## src/rtl/freq_meas.sv

```systemverilog
// Gated-count frequency meter.
// Synchronises an asynchronous input and counts its rising edges over a fixed
// window of GATE_CYCLES clocks. The count is scaled to Hz and published with a
// one-cycle valid strobe.
// Optional feature macro: FREQ_MEAS_SAT_EN enables saturation of the result and
// of the edge counter, and drives o_ovf. When the macro is undefined, the result
// wraps modulo 2^28 and o_ovf is tied to 0.
module freq_meas #(
    parameter int unsigned CLK_HZ      = 100_000_000,
    parameter int unsigned GATE_CYCLES = 100_000_000
) (
    input  logic        clk,
    input  logic        rstn,
    input  logic        i_sig,
    input  logic        i_en,
    output logic [27:0] o_freq,
    output logic        o_valid,
    output logic        o_busy,
    output logic        o_ovf
);

    localparam int unsigned SCALE     = CLK_HZ / GATE_CYCLES;
    localparam logic [63:0] SCALE64   = 64'(SCALE);
    localparam logic [31:0] GATE_LAST = 32'(GATE_CYCLES - 1);

    typedef enum logic [1:0] {StIdle, StArm, StGate, StLatch} state_e;

    state_e      state_q;
    logic [1:0]  sync_q;
    logic        dly_q;
    logic        rise;
    logic [31:0] gate_cnt_q;
    logic [27:0] edge_cnt_q;
    logic [27:0] edge_cnt_d;
    logic [63:0] scaled;
    logic [27:0] res_freq;
    logic [27:0] freq_q;
    logic        valid_q;
    logic        busy_q;

    // Two-flop synchroniser plus one delay stage for rising-edge detection.
    always_ff @(posedge clk or negedge rstn) begin
        if (!rstn) begin
            sync_q <= 2'b00;
            dly_q  <= 1'b0;
        end else begin
            sync_q <= {sync_q[0], i_sig};
            dly_q  <= sync_q[1];
        end
    end

    assign rise = sync_q[1] & ~dly_q;

    // Full-width product so that the overflow test sees every bit.
    assign scaled = {36'd0, edge_cnt_q} * SCALE64;

`ifdef FREQ_MEAS_SAT_EN
    logic res_ovf;
    logic ovf_q;

    // Saturating edge counter and clamped result.
    always_comb begin
        edge_cnt_d = (edge_cnt_q == 28'hFFF_FFFF) ? edge_cnt_q : edge_cnt_q + 28'd1;
        res_ovf    = (scaled[63:28] != 36'd0) || (edge_cnt_q == 28'hFFF_FFFF);
        res_freq   = (scaled[63:28] != 36'd0) ? 28'hFFF_FFFF : scaled[27:0];
    end

    // Overflow flag updates only together with the result strobe.
    always_ff @(posedge clk or negedge rstn) begin
        if (!rstn) begin
            ovf_q <= 1'b0;
        end else if (state_q == StLatch) begin
            ovf_q <= res_ovf;
        end
    end

    assign o_ovf = ovf_q;
`else
    logic unused_hi;

    // Wrapping edge counter; the result is the product modulo 2^28.
    always_comb begin
        edge_cnt_d = edge_cnt_q + 28'd1;
        res_freq   = scaled[27:0];
        unused_hi  = ^scaled[63:28];
    end

    assign o_ovf = 1'b0;
`endif

    // Measurement FSM: arm, count over the gate, latch, then rearm or idle.
    always_ff @(posedge clk or negedge rstn) begin
        if (!rstn) begin
            state_q    <= StIdle;
            gate_cnt_q <= 32'd0;
            edge_cnt_q <= 28'd0;
            freq_q     <= 28'd0;
            valid_q    <= 1'b0;
            busy_q     <= 1'b0;
        end else begin
            valid_q <= 1'b0;
            unique case (state_q)
                StIdle: begin
                    if (i_en) begin
                        state_q <= StArm;
                        busy_q  <= 1'b1;
                    end
                end
                StArm: begin
                    if (!i_en) begin
                        state_q <= StIdle;
                        busy_q  <= 1'b0;
                    end else begin
                        gate_cnt_q <= 32'd0;
                        edge_cnt_q <= 28'd0;
                        state_q    <= StGate;
                    end
                end
                StGate: begin
                    if (!i_en) begin
                        // Abort: previous result and flag are left untouched.
                        state_q <= StIdle;
                        busy_q  <= 1'b0;
                    end else begin
                        gate_cnt_q <= gate_cnt_q + 32'd1;
                        if (rise) begin
                            edge_cnt_q <= edge_cnt_d;
                        end
                        if (gate_cnt_q == GATE_LAST) begin
                            state_q <= StLatch;
                        end
                    end
                end
                StLatch: begin
                    freq_q  <= res_freq;
                    valid_q <= 1'b1;
                    if (i_en) begin
                        state_q <= StArm;
                    end else begin
                        state_q <= StIdle;
                        busy_q  <= 1'b0;
                    end
                end
                default: begin
                    state_q <= StIdle;
                    busy_q  <= 1'b0;
                end
            endcase
        end
    end

    assign o_freq  = freq_q;
    assign o_valid = valid_q;
    assign o_busy  = busy_q;

endmodule

```

## config.mk

```make
export PLATFORM = sky130hd
export DESIGN_NAME = freq_meas
export DESIGN_NICKNAME = d
export VERILOG_FILES = /design/src/rtl/freq_meas.sv
export SDC_FILE = /design/constraint.sdc
export NUM_CORES = 1
export LEC_CHECK = 0
export ABC_AREA = 0
export BUFFER_PORTS_ARGS = -buffer_cell sky130_fd_sc_hd__buf_2
export CORE_ASPECT_RATIO = 0.5
export CORE_UTILIZATION = 54
export CTS_CLUSTER_DIAMETER = 80
export DETAILED_ROUTE_END_ITERATION = 16
export PLACE_DENSITY = 0.78
export RECOVER_POWER = 25
export SYNTH_ARGS = -nofsm -noshare
export SYNTH_HDL_FRONTEND = slang
export SYNTH_SLANG_ARGS = --single-unit
```

## constraint.sdc

```tcl
create_clock -name clk -period 1.9 [get_ports clk]
set_clock_uncertainty 0.05 [all_clocks]
set_input_delay 0.095 -clock clk [delete_from_list [all_inputs] [get_ports clk]]
set_output_delay 0.095 -clock clk [all_outputs]
set_load 0.05 [all_outputs]
```

==> results.ini <==
[run_status]
outcome = complete, but fails checks
violations = setup timing

[routing]
drcViolationCount = 0
wl_microns = 11700
first_pass_iters = 5
wl_per_cell_microns = 17.6
vias = 4022
drt_iter0_drc = 431
vias_per_cell = 6.04
antenna_left = 0

[global_routing]
grt_pass1_wl_microns = 18200
grt_pass1_vias = 3692
overflow = 0
grt_antenna_before_repair = 0
grt_max_degree = 96
grt_usage_pct = 26.6

[critical_path]
crit_type = register to register
worst_ep_arrival_time_ps = 2210
slowest_stage = or4_4
start_kind = register
end_kind = register
max_stage_delay_ps = 490
required_ps = 2130
critPathMaxFanout = 7
cp_cell_sequence = and4bb_2 -> o2111ai_4 -> or4_4 -> or3_1 -> a21oi_2

[yosys]
synth.distinct_cells = 50
synth-seq-cells = 95
ys_warn_count = 0
synth-seq-area-share_pct = 52.6
syn_avg_cell_area_sq_um = 10.1
synthTopCellsByArea = dfrtp_1 (53%), mux2_2 (6.0%), o21ai_0 (4.5%)
synthCells = 446
yosysTopAreaCell = dfrtp_1
synth_top_area_share_pct = 52.6
syn_area_sq_um = 4520
syn_nets = 452

[sta]
fmax_mhz = 504
holdWs_ps = 210
fin_crit_ps = 1980
setup_slack_ps = -83.3
tightest_slew_ps = 1230
rsz0062_at_grt = true
fin_crit_sh_pct = 104
finalMaxSlewViolations = 0
hold_viol = 0
setup_viol = 5
relSlewSlack_pct = 17.8

[floorplanning]
ios = 35
row_count = 23
die_w_microns = 131
initial_core_util_pct = 56.1
die_h_microns = 66.7
core_area_sq_um = 8060
die_area_sq_um = 8770

[cts]
cts_tree = yes
insertion_delay_ps = 350
path_clk_slew_ps = 70
htree_levels = 3
cts_buffers = 9
clock_sinks = 95
cts-root-buf = clkbuf_16
clock_path_buffers = 2

[cells_and_area]
layout-drive-gt1-share_pct = 34.7
antenna_cells = 0
final_cells = 666
fillerInstances = 514
area_growth_pct = 30.2
nNetsFinal = 556

[flow_run]
drv_cap = 0

[place]
port_buffers = 33
gp_congestion = 0.874
dpl.hpwl_microns = 7370
dp.cells = 644
pre_cts_ws_ps = -111

[hold_path]
hp-class = primary input to register

[power]
powerDensity_nw_per_um2 = 745
vdd_drop_max_uv = 480
p_total_mw = 4.39
p_leak_nw = 2.69

state kept, by name, summed over array words and instances (netlist names):
| name | count |
|---|---|
| o_freq | 28 |
| edge_cnt_q | 28 |
| state_q | 2 |
| o_valid | 1 |
| o_busy | 1 |
| dly_q | 1 |
| sync_q | 2 |
| gate_cnt_q | 32 |
critical path: cells and delay by family (launching register included):
kind,cells,cell delay [ps]
AOI/OAI and AO/OA,2,280
DFF,1,400
and+or+nand+nor,3,1170
final timing paths:
kind                                 start        endpoint  slack [ps]  cells after the start
worst max-delay path            state_q[0]  edge_cnt_q[27]         -80                      5
worst min-delay path                  i_en  edge_cnt_q[21]         210                      3
worst max register to register  state_q[0]  edge_cnt_q[27]         -80                      5
worst min register to register   sync_q[0]       sync_q[1]         320                      0
max in group asynchronous             rstn  gate_cnt_q[10]         290                      3
min in group asynchronous             rstn       o_freq[5]         660                      3
report_power, final:
group / total [mW] / leakage, nW / switching (mW) / internal, mW
clock: 1.70 / 0.132 / 0.776 / 0.921
sequential: 2.13 / 1.31 / 0.0506 / 2.08
combinational: 0.557 / 1.25 / 0.354 / 0.202
total: 4.39 / 2.69 / 1.18 / 3.21
area by class of cell:
| class | instances | area [sq um] | share of cell area, % |
|---|---|---|---|
| Clock inverter | 4 | 30.0 | 0.510 |
| Sequential cell | 95 | 2380 | 40.4 |
| Timing Repair Buffer | 111 | 786 | 13.3 |
| Tap cell | 112 | 140 | 2.38 |
| Clock buffer | 11 | 243 | 4.12 |
| Inverter | 12 | 45.0 | 0.765 |
| Multi-Input combinational cell | 321 | 2260 | 38.5 |
synthesized netlist by cell type, drive strengths merged:
cell type and n:
a211o 1, a211oi 1, a21oi 14, a22o 1
a22oi 1, a31oi 5, a32o 1, a41oi 1
and2 2, and2b 1, and3 3, and4 6
and4bb 1, buf 5, clkbuf 13, conb 1
dfrtp 95, ha 2, inv 12, maj3 1
mux2 24, mux2i 1, nand2 38, nand2b 1
nand3 29, nand3b 1, nand4 16, nor2 32
nor2b 2, nor3 14, nor4 18, o2111ai 1
o211ai 3, o21ai 42, o311ai 1, o31a 1
o31ai 9, o41ai 2, or2 2, or3 11
or4 6, or4b 1, xnor2 18, xor2 6
cell families after synthesis:
logic type / synth area share, %
AND/OR/NAND/NOR: 21.7
XOR/XNOR: 4.65
flip-flops: 52.6
AO/OA/AOI/OAI: 11.4
adder cells (fa/ha/maj): 0.775
buffers and inverters: 2.63
multiplexers: 6.20
other: 0.0829
per-stage QoR:
step / TNS [ps] / instance area [sq um] / util (%)
global route: -818 / 5890 / 73.1
global placement: -132 / 5320 / 66.1
finish: -332 / 5890 / 73.1
floorplan: -287 / 4540 / -
CTS: -113 / 5660 / 70.2
detailed placement: -419 / 5320 / 66.1
per-layer routing:
metal  vias up  share of wire, %  wire length (microns)  global-route usage, %
li1       1844                 -                      -                      -
met1      1990                44                   5150                   35.3
met2       162                49                   5760                   44.2
met3        26               5.3                    621                   5.33
met4         0               1.5                    178                   8.72
met5         -                 0                      0                      0
repair_timing:
item,4_1_cts,5_1_grt
endpoints found under the setup margin,38,41
buffers inserted,1,4
endpoints found under the hold margin,96,0
hold buffers,2,0
pin swaps,5,8
gates resized for setup,8,46
placed cells by master, fill, tap and decap left out, types with 2 or more instances in the layout:
cell type and instances:
ha_1 2, nor2_1 30, nor3_2 2, nand2_1 38, o21ai_0 38, clkbuf_16 9, nor4_2 7, or4_1 4
mux2_2 24, nor4_1 6, nand4_1 16, a21oi_1 10, or3_1 7, and3_1 3, buf_6 4, a21oi_2 4
dlygate4sd3_1 2, o31ai_1 8, o211ai_1 3, nor3_1 12, a31oi_1 5, dfrtp_1 93, and4_1 5, xnor2_1 17
o21ai_1 3, nand3_2 3, clkbuf_4 2, dfrtp_2 2, nand3_1 26, nor4_4 5, and2_1 2, or3_4 4
buf_2 32, buf_4 70, xor2_1 6, or4_4 2, inv_1 11
(Power assumes the default switching activity.)
